## config.mk

```make
export PLATFORM = sky130hd
export DESIGN_NAME = rpsc_ps_sequencer
export DESIGN_NICKNAME = d
export VERILOG_FILES = /design/src/rtl/rpsc_pkg.sv /design/src/rtl/rpsc_ps_sequencer_sync2.sv /design/src/rtl/rpsc_ps_sequencer.sv
export SDC_FILE = /design/constraint.sdc
export NUM_CORES = 1
export LEC_CHECK = 0
export BUFFER_PORTS_ARGS = -buffer_cell sky130_fd_sc_hd__buf_4
export CAP_MARGIN = 5
export CORE_ASPECT_RATIO = 0.75
export CORE_MARGIN = 2
export CORE_UTILIZATION = 46
export CTS_BUF_LIST = sky130_fd_sc_hd__clkbuf_4
export CTS_CLUSTER_SIZE = 40
export DETAILED_ROUTE_END_ITERATION = 8
export SETUP_SLACK_MARGIN = 0.4
export SLEW_MARGIN = 30
export SYNTH_ARGS = -nofsm -noshare
export SYNTH_HDL_FRONTEND = slang
export SYNTH_SLANG_ARGS = --single-unit
export TNS_END_PERCENT = 5
```

## constraint.sdc

```tcl
create_clock -name clk -period 2.95 [get_ports clk]
set_input_delay 0.295 -clock clk [delete_from_list [all_inputs] [get_ports clk]]
set_output_delay 0.295 -clock clk [all_outputs]
set_load 0.01 [all_outputs]
```

## src/rtl/rpsc_pkg.sv

```systemverilog
// Shared types and default timing constants for the RPSC card 2 power-supply sequencer.
package rpsc_pkg;

  typedef enum logic [2:0] {
    IDLE     = 3'd0,
    G1_RAMP  = 3'd1,
    AN_RAMP  = 3'd2,
    RUN      = 3'd3,
    SHUTDOWN = 3'd4,
    FAULT    = 3'd5
  } state_t;

  typedef enum logic [2:0] {
    NONE       = 3'd0,
    G1_ALARM   = 3'd1,
    G1_TIMEOUT = 3'd2,
    G1_LOST    = 3'd3,
    AN_ALARM   = 3'd4,
    AN_TIMEOUT = 3'd5,
    AN_LOST    = 3'd6
  } fault_t;

  // Defaults assume the 1.28 us system clock.
  localparam int DEF_TO_WIDTH   = 23;
  localparam int DEF_G1_TIMEOUT = 3906250;
  localparam int DEF_AN_TIMEOUT = 6250000;
  localparam int DEF_OFF_DELAY  = 781250;

endpackage

```

## src/rtl/rpsc_ps_sequencer_sync2.sv

```systemverilog
// Two-flop synchronizer with a configurable reset value for card 2 status pins.
module sync2 #(
  parameter logic RESET_VAL = 1'b0
) (
  input  logic clk,
  input  logic reset,
  input  logic d,
  output logic q
);

  logic meta;

  always_ff @(posedge clk or posedge reset) begin
    if (reset) begin
      meta <= RESET_VAL;
      q    <= RESET_VAL;
    end else begin
      meta <= d;
      q    <= meta;
    end
  end

endmodule

```

## src/rtl/rpsc_ps_sequencer.sv

```systemverilog
// G1/anode power-supply on/off sequencer for RPSC card 2 with ramp timeouts,
// anode-first shutdown and a first-fault latch held until acknowledged.
module rpsc_ps_sequencer
  import rpsc_pkg::*;
#(
  parameter int TO_WIDTH   = DEF_TO_WIDTH,
  parameter int G1_TIMEOUT = DEF_G1_TIMEOUT,
  parameter int AN_TIMEOUT = DEF_AN_TIMEOUT,
  parameter int OFF_DELAY  = DEF_OFF_DELAY
) (
  input  logic       clk,
  input  logic       reset,
  input  logic       cmd_on,
  input  logic       cmd_off,
  input  logic       fault_ack,
  input  logic       g1_not_alarm,
  input  logic       g1_not_ok,
  input  logic       an_not_alarm,
  input  logic       an_not_th_ready,
  input  logic       an_ok,
  output logic       g1_ps_act,
  output logic       an_ps_act,
  output logic       hv_on,
  output logic       fault_latched,
  output logic [2:0] fault_code,
  output logic [2:0] state
);

  localparam logic [TO_WIDTH-1:0] G1_LAST  = TO_WIDTH'(G1_TIMEOUT - 1);
  localparam logic [TO_WIDTH-1:0] AN_LAST  = TO_WIDTH'(AN_TIMEOUT - 1);
  localparam logic [TO_WIDTH-1:0] OFF_LAST = TO_WIDTH'(OFF_DELAY - 1);

  logic g1_na_s, g1_nok_s, an_na_s, an_ntr_s, an_ok_s;

  sync2 #(.RESET_VAL(1'b1)) u_sync_g1_na  (.clk(clk), .reset(reset), .d(g1_not_alarm),    .q(g1_na_s));
  sync2 #(.RESET_VAL(1'b1)) u_sync_g1_nok (.clk(clk), .reset(reset), .d(g1_not_ok),       .q(g1_nok_s));
  sync2 #(.RESET_VAL(1'b1)) u_sync_an_na  (.clk(clk), .reset(reset), .d(an_not_alarm),    .q(an_na_s));
  sync2 #(.RESET_VAL(1'b1)) u_sync_an_ntr (.clk(clk), .reset(reset), .d(an_not_th_ready), .q(an_ntr_s));
  sync2 #(.RESET_VAL(1'b0)) u_sync_an_ok  (.clk(clk), .reset(reset), .d(an_ok),           .q(an_ok_s));

  state_t              cur_state, next_state;
  fault_t              cur_code, next_code, detected;
  logic [TO_WIDTH-1:0] cnt;

  always_comb begin
    detected   = rpsc_pkg::NONE;
    next_state = cur_state;
    next_code  = cur_code;

    // Checks are ordered by code so the lowest simultaneous fault wins.
    case (cur_state)
      G1_RAMP: begin
        if (!g1_na_s)            detected = rpsc_pkg::G1_ALARM;
        else if (cnt >= G1_LAST) detected = rpsc_pkg::G1_TIMEOUT;
        else if (!an_na_s)       detected = rpsc_pkg::AN_ALARM;
      end
      AN_RAMP: begin
        if (!g1_na_s)            detected = rpsc_pkg::G1_ALARM;
        else if (g1_nok_s)       detected = rpsc_pkg::G1_LOST;
        else if (!an_na_s)       detected = rpsc_pkg::AN_ALARM;
        else if (cnt >= AN_LAST) detected = rpsc_pkg::AN_TIMEOUT;
      end
      RUN: begin
        if (!g1_na_s)            detected = rpsc_pkg::G1_ALARM;
        else if (g1_nok_s)       detected = rpsc_pkg::G1_LOST;
        else if (!an_na_s)       detected = rpsc_pkg::AN_ALARM;
        else if (!an_ok_s)       detected = rpsc_pkg::AN_LOST;
      end
      SHUTDOWN: begin
        if (!g1_na_s)            detected = rpsc_pkg::G1_ALARM;
        else if (!an_na_s)       detected = rpsc_pkg::AN_ALARM;
      end
      default: detected = rpsc_pkg::NONE;
    endcase

    case (cur_state)
      IDLE:     if (cmd_on && !cmd_off && g1_na_s && an_na_s) next_state = G1_RAMP;
      G1_RAMP: begin
        if (cmd_off)                    next_state = SHUTDOWN;
        else if (!g1_nok_s && !an_ntr_s) next_state = AN_RAMP;
      end
      AN_RAMP: begin
        if (cmd_off)      next_state = SHUTDOWN;
        else if (an_ok_s) next_state = RUN;
      end
      RUN:      if (cmd_off) next_state = SHUTDOWN;
      SHUTDOWN: if (cnt >= OFF_LAST) next_state = IDLE;
      FAULT: begin
        if (fault_ack && g1_na_s && an_na_s) begin
          next_state = IDLE;
          next_code  = rpsc_pkg::NONE;
        end
      end
      default: begin
        next_state = IDLE;
        next_code  = rpsc_pkg::NONE;
      end
    endcase

    if (detected != rpsc_pkg::NONE) begin
      next_state = FAULT;
      next_code  = detected;
    end
  end

  // Outputs are decoded from next_state so they change on the same edge as the state.
  always_ff @(posedge clk or posedge reset) begin
    if (reset) begin
      cur_state     <= IDLE;
      cur_code      <= rpsc_pkg::NONE;
      cnt           <= '0;
      g1_ps_act     <= 1'b0;
      an_ps_act     <= 1'b0;
      hv_on         <= 1'b0;
      fault_latched <= 1'b0;
    end else begin
      cur_state <= next_state;
      cur_code  <= next_code;
      if (next_state != cur_state) cnt <= '0;
      else if (!(&cnt))            cnt <= cnt + 1'b1;
      g1_ps_act     <= next_state inside {G1_RAMP, AN_RAMP, RUN, SHUTDOWN};
      an_ps_act     <= next_state inside {AN_RAMP, RUN};
      hv_on         <= (next_state == RUN);
      fault_latched <= (next_state == FAULT);
    end
  end

  assign state      = cur_state;
  assign fault_code = cur_code;

endmodule
```

# Yosys cells after proc, flatten, opt, wreduce, memory -nomap -nowiden
# Index checks and enable logic that the tools add are counted.
[word_totals]
reg_bits = 43
wordCells = 79
output_inout_bits = 10
inputBits = 10
[op_classes]
n_addsub = 1
reduce_logical = 16
order_cmp = 3
mux = 28
eq_ne = 14
[ops]
columns = ["operator", "n"]
rows = [
  ["$mux 3", 23],
  ["$mux 23", 2],
  ["$add 23x1->23 const B", 1],
  ["$ge 23x20->1 const B", 1],
  ["$ge 23x22->1 const B", 1],
  ["$ge 23x23->1 const B", 1],
  ["$reduce_and 23->1", 1],
  ["$pmux 3 s6", 1],
  ["$eq 3x2->1 const B", 4],
  ["$eq 3x3->1 const B", 4],
  ["$pmux 3 s4", 1],
  ["$eq 3x1->1 const B", 2],
  ["$logic_and 1x1->1", 6],
  ["$pmux 3 s2", 1],
  ["$reduce_or 5->1", 1],
  ["$reduce_bool 4->1", 1],
  ["$logic_not 1->1", 3],
  ["$logic_not 3->1", 1],
  ["$ne 3x3->1", 1],
  ["$ne 3x3->1 const B", 1],
  ["$reduce_bool 3->1", 1],
  ["$ne 2x1->1 const B", 1],
  ["$ne 2x2->1 const B", 1],
  ["$reduce_and 2->1", 1],
  ["$reduce_bool 2->1", 1],
]

# Depth between registers and ports, before layout
[depth]
word_depth = 10
ltp_mapped = 10
ltp_nobuf = 7

# Hierarchy
# A second synthesis with hierarchy kept.
[hier_totals]
cells_unflattened = 255
area_unflattened_um2 = 2353.5
[modules_own_cells]
columns = ["mod", "area_each_um2", "seq_area_each_um2", "n_inst", "cells_per_inst"]
rows = [
  ["rpsc_ps_sequencer", 2074.5, 825.8, 1, 240],
  ["sync2 (u_sync_an_na ...)", 56.3, 52.6, 4, 3],
  ["sync2 (u_sync_an_ok)", 53.8, 50.0, 1, 3],
]

# Worst setup path after synthesis
# Ideal clock, no wire load.
[synth_timing]
path_kind = "flip-flop to flip-flop"
startpoint = "register cnt[0]"
endpoint = "register cur_state[1] (netlist: state[1])"
t_arrival_ns = 2.328
slack_ns = 0.541
stages_incl_launch_ff = 11
n_path_buf = 3
synth_period_minus_slack_ns = 2.409
required_time_ns = 2.868
setup_ns = 0.082
cell_sequence = "dfrtp_1 -> ha_1 -> and3_1 -> clkbuf_1 -> and4_1 -> o221a_2 -> or2_2 -> a211o_1 -> buf_6 -> buf_6 -> nor3_2"
[synth_via]
elab_chain_cells = 8
elab_cells_between_ends = 14
classes_between = "order compare: 3; mux: 10; reduce/logical: 1"
[synth_rtl]
columns = ["element", "line_no", "source"]
rows = [
  ["from (decl)", "rpsc_ps_sequencer.sv:43", "logic [TO_WIDTH-1:0] cnt;"],
  ["from (signal assigned)", "rpsc_ps_sequencer.sv:120", "else if (!(&cnt)) cnt <= cnt + 1'b1;"],
  ["$ge 23x23->1", "rpsc_ps_sequencer.sv:61", "else if (cnt >= AN_LAST) detected = rpsc_pkg::AN_TIMEOUT;"],
  ["$mux 3", "rpsc_ps_sequencer.sv:61", ""],
  ["$mux 3", "rpsc_ps_sequencer.sv:60", "else if (!an_na_s) detected = rpsc_pkg::AN_ALARM;"],
  ["$mux 3", "rpsc_ps_sequencer.sv:59", "else if (g1_nok_s) detected = rpsc_pkg::G1_LOST;"],
  ["$mux 3", "rpsc_ps_sequencer.sv:58", "if (!g1_na_s) detected = rpsc_pkg::G1_ALARM;"],
  ["$pmux 3 s4", "rpsc_ps_sequencer.sv:51", "case (cur_state)"],
  ["$reduce_bool 3->1", "rpsc_ps_sequencer.sv:100", "if (detected != rpsc_pkg::NONE) begin"],
  ["$mux 3 (*)", "rpsc_ps_sequencer.sv:100", ""],
  ["via next_state[1]", "rpsc_ps_sequencer.sv:41", "state_t cur_state, next_state;"],
  ["to (signal assigned)", "rpsc_ps_sequencer.sv:117", "cur_state <= next_state;"],
  ["to (decl)", "rpsc_ps_sequencer.sv:41", ""],
]
# Mark *: on every way through the listed nets, which the timed path passes. The rest lies on a longest branch.
# A chain may end at the register's enable or synchronous reset.

# Worst setup path after layout
[layout_timing]
startpoint = "register cnt[0]"
endpoint = "register cnt[20]"
[layout_via]
elab_chain_cells = 10
elab_cells_between_ends = 20
classes_between = "add/sub: 1; order compare: 3; eq/ne: 2; mux: 12; reduce/logical: 2"
[layout_rtl]
columns = ["element", "line_no", "source"]
rows = [
  ["$ge 23x23->1", "rpsc_ps_sequencer.sv:61", ""],
  ["$mux 3", "rpsc_ps_sequencer.sv:61", ""],
  ["$mux 3", "rpsc_ps_sequencer.sv:60", ""],
  ["$mux 3", "rpsc_ps_sequencer.sv:59", ""],
  ["$mux 3", "rpsc_ps_sequencer.sv:58", ""],
  ["$pmux 3 s4", "rpsc_ps_sequencer.sv:51", ""],
  ["$reduce_bool 3->1", "rpsc_ps_sequencer.sv:100", ""],
  ["$mux 3", "rpsc_ps_sequencer.sv:100", ""],
  ["$ne 3x3->1", "rpsc_ps_sequencer.sv:119", "if (next_state != cur_state) cnt <= '0;"],
  ["$ne 2x2->1 (no line) / $mux 23 (equally long branches)", "-", ""],
]
# Parallel ways exist; a longest one is shown, timed or not. The select of a mux whose other input is x is not followed.

==> impl_summary.md <==
Drt
The vias after detailed routing is 2,253. The number of optimization iterations in the first detailed-route pass is 5. The detail-routed via count per cell is 5.913. After the first detailed-routing iteration, the DRC count stood at 191. The final layout contains routed wiring with a total length of 6451 um.

The count of nets left with antenna violations once routing finished came out at 0. The detailed-route wire length per cell is 16.93 um. The DRC violation count after routing is 0.

Hold path
The hold path endpoint is u_sync_an_ok.meta$_DFF_PP0_. The worst hold path begins at an_ok. The number of instances on the worst hold path is 1.

The worst hold-check path type is input port to flip-flop.

Cells and area
The ratio of cells with drive above 1 in the final layout is 0.2843. In the final layout, the multi-input gates occupy 0.001413 mm2. Leaving out fill and tap cells, the most frequent cell in the layout is buf_4. Ranked by flip-flop count, first place goes to cnt. The net count of the finished layout is ~320. The sequential cells in the finished layout cover a total of 0.001091 mm2.

The number of inserted filler cells in the final layout is 522. The register with the most flip-flops in the layout has 23 of them. Leaving out fill and tap cells, the most frequent cells in the layout are buf_4, dfrtp_1, nand2_1. The repair_antennas step left the layout with diodes totalling 0. The signed area change from the synthesized netlist to the final layout is 17.52%.

Global routing
The remaining global-route overflow is 0. The via count of the first global-routing pass was 2,165. The initial antenna violation count was 0. Entering global routing, the biggest net connects 31 pins. The first global-routing pass estimated 11,350 um of wire. In the global route stage, overall resource usage came out at 0.2242.

Worst setup path
For the worst setup path, the data required time is ~3.2 ns. The flop-to-flop setup slack is 0.49 ns. STA classifies the critical path startpoint as a flip-flop. In this run the worst path has a maximum fanout of 8. The cell family contributing the most delay on the critical path is simple AND/OR/NAND/NOR gates. The endpoint type of the worst setup path is a flip-flop.

In this design, the stage delay of the slowest critical-path cell is 0.42 ns. The type of the worst setup path is flip-flop to flip-flop. The cell count of the worst reg-to-reg path is 8. The beginning of the worst register-to-register path is cnt[0]$_DFFE_PP0P_.

In this run the critical register-to-register path is captured at cnt[20]$_DFFE_PP0P_. The number of buffers and inverters on the critical path is 1. Walking the worst path, the cells encountered are ha_1 > and3_4 > and4_1 > o221a_2 > or2_2 > a211o_4 > buf_4 > nor4b_2. For the worst setup path, the data arrival time is 2.73 ns. The worst-path cell with the longest stage delay is dfrtp_2.

Status
The run finished with clean final reports.

Placed design
The HPWL after detailed placement is 4619 um. The count of buffers added on input and output ports is 19. The final weighted congestion of routability-driven global placement is 0.9092. The worst slack at placement is between 0.2 and 0.3 ns.

STA
Setup repair after global routing could not meet its margin everywhere. The post-route clock period utilization is 0.8333. For the pin with the worst max-slew slack, the measured transition is 0.7850 ns. Setup slack on the critical path of the routed design comes to 0.4918 ns. The post-route minimum period is 2.458 ns.

The total negative slack is 0 ns. Setup violations remaining at the end of the flow were counted as 0. The relative slew slack is 0.4693.

The maximum clock skew at final layout is 0.006052 ns. The number of max-slew violations in the final report is 0. The number of hold violations in the final report was 0. The peak clock frequency supported by timing is 406.8 MHz.

Yosys
After synthesis the netlist holds a flip-flop and latch count of 43. The synthesized design spends more area on one cell type than any other, namely dfrtp_1. The sequential fraction of the synthesis area is 0.4177. The most used flip-flop cell after synthesis is dfrtp_1. Counting every net in the synthesized netlist gives between 200 and 300. In the synthesized netlist the async set-or-reset flop fraction comes to 1.000.

The summed instance area of the synthesized netlist is 0.002600 mm2. After synthesis, the mean cell area works out to 9.630 um2. The post-synthesis cell type count is 60. In the post-synthesis netlist, the biggest area contributors are dfrtp_1, dfstp_2, nand3_1, nor3_2, and4_1. The proportion of netlist area held by the largest area contributor is 0.3369. The number of warnings reported in the yosys synthesis log is 0. The count of flip-flops with a built-in enable after synthesis is 0. The post-synthesis cell count is 270.

Floorplan
After floorplanning, the core was divided into 23 placement rows. The die extent in y is a little under 70 um. In this run the count of I/O pins placed on the die edge is 20.

The floorplan die width is 90.81 um. The die footprint is 0.006276 mm2. The core region is 0.005410 mm2. The initial cell density of the core is 0.4806.

Clock tree
The clock sink count is 43. The number of buffers created by CTS is 5. The clock reaches the later pin of the worst-skew pair after 0.35 ns. The H-tree was split into 2 levels.

Clock tree synthesis selected as its root buffer the cell clkbuf_4. The clock-pin slew of the registers on the worst-case setup and hold paths is 0.14 ns. The buffer depth of the longest clock path is 2.

The TritonCTS clock tree is done.

Power and ir drop
The largest vdd supply drop is 0.0004570 V. The power per cell area is 591.9 mW/mm2. Summed over all cells, the static leakage comes to 0.001362 uW.

Job
The tool flagged a number of max-cap violations equal to 0.
where the power goes:
part | total (uW) | internal [uW] | leakage [uW] | switching [uW]
Combinational | 775 | 340 | 0.000787 | 434
Sequential | 731 | 661 | 0.000547 | 70.5
Clock | 303 | 95.7 | 0.0000278 | 207
Total | 1810 | 1100 | 0.00136 | 712
what timing repair did:
item | CTS | global route
endpoints found under the setup margin | 12 | 12
resized for setup | 3 | 7
hold endpoints to repair | 23 | 4
pin swaps | 0 | 1
buffers inserted | 4 | 5
hold buffers | 1 | 4
synth_stat cells, drive strengths merged, types with 3 or more instances:
cell	count
o21ai	8
nand3	21
a21oi	5
and3	9
and4	11
nor2b	3
buf	4
a31oi	5
nor4b	5
o211ai	4
nand4	6
nand2	23
dfrtp	35
o31ai	3
clkbuf	14
nor2	10
xor2	4
and2	4
nor3	18
a41o	3
nor4	4
xnor2	9
nand4b	4
a21o	4
inv	9
dfstp	8
a211oi	3
metrics by stage:
stage / util / hold WS, ns / std cells / total power [uW] / cell area, um2
2_1_floorplan: - / 0.2995 / 270 / 1219 / 2600
3_3_place_gp: 0.5264 / 0.3313 / 359 / 1430 / 2848
3_5_place_dp: 0.5266 / 0.3356 / 359 / 1435 / 2849
4_1_cts: 0.5472 / 0.01860 / 372 / 1768 / 2960
5_1_grt: 0.5648 / 0.003268 / 381 / 1961 / 3055
6_report: 0.5648 / 0.03874 / 381 / 1809 / 3055
per-layer routing:
| layer | global-route usage | up-vias | part of all wire |
|---|---|---|---|
| met4 | 0.04040 | 0 | 0.0050 |
| met1 | 0.3743 | 1097 | 0.51 |
| met3 | 0.04262 | 4 | 0.068 |
| li1 | - | 1088 | - |
| met2 | 0.2977 | 64 | 0.41 |
| met5 | 0 | - | 0 |
layout make-up:
| class | count | area share |
|---|---|---|
| multi-input combinational | 200 | 0.4623 |
| timing repair buffer | 46 | 0.1183 |
| clock buffer | 5 | 0.01229 |
| inverter | 9 | 0.01147 |
| sequential | 43 | 0.3571 |
| clock inverter | 3 | 0.007781 |
| tap | 75 | 0.03071 |
worst max path at each step:
stage                                to  cells past startpoint           startpoint  slack [ns]
floorplan            state[1]$_DFF_PP0_                     10   cnt[0]$_DFFE_PP0P_        0.54
global placement    cnt[12]$_DFFE_PP0P_                      8   cnt[0]$_DFFE_PP0P_        0.35
detailed placement  cnt[12]$_DFFE_PP0P_                      8   cnt[0]$_DFFE_PP0P_        0.28
CTS                 cnt[12]$_DFFE_PP0P_                      8   cnt[0]$_DFFE_PP0P_        0.40
global route        cnt[20]$_DFFE_PP0P_                      7  cnt[10]$_DFFE_PP0P_        0.38
finish              cnt[20]$_DFFE_PP0P_                      8   cnt[0]$_DFFE_PP0P_        0.49
worst register-to-register path, stage by stage, from the launching register on:
cell and delay [ns]:
dfrtp_2 0.42, ha_1 0.22, and3_4 0.21, and4_1 0.18, o221a_2 0.23, or2_2 0.32
a211o_4 0.40, buf_4 0.16, nor4b_2 0.23
kinds of logic after synthesis:
family / Yosys count / share of synthesized area
AO/OA/AOI/OAI: 55 / 0.1689
flip-flops: 43 / 0.4177
adder cells (fa/ha/maj): 2 / 0.009623
AND/OR/NAND/NOR: 129 / 0.3099
multiplexers: 1 / 0.003850
buffers and inverters: 27 / 0.04620
XOR/XNOR: 13 / 0.04379
No activity file was read; power rests on OpenSTA's default activity.
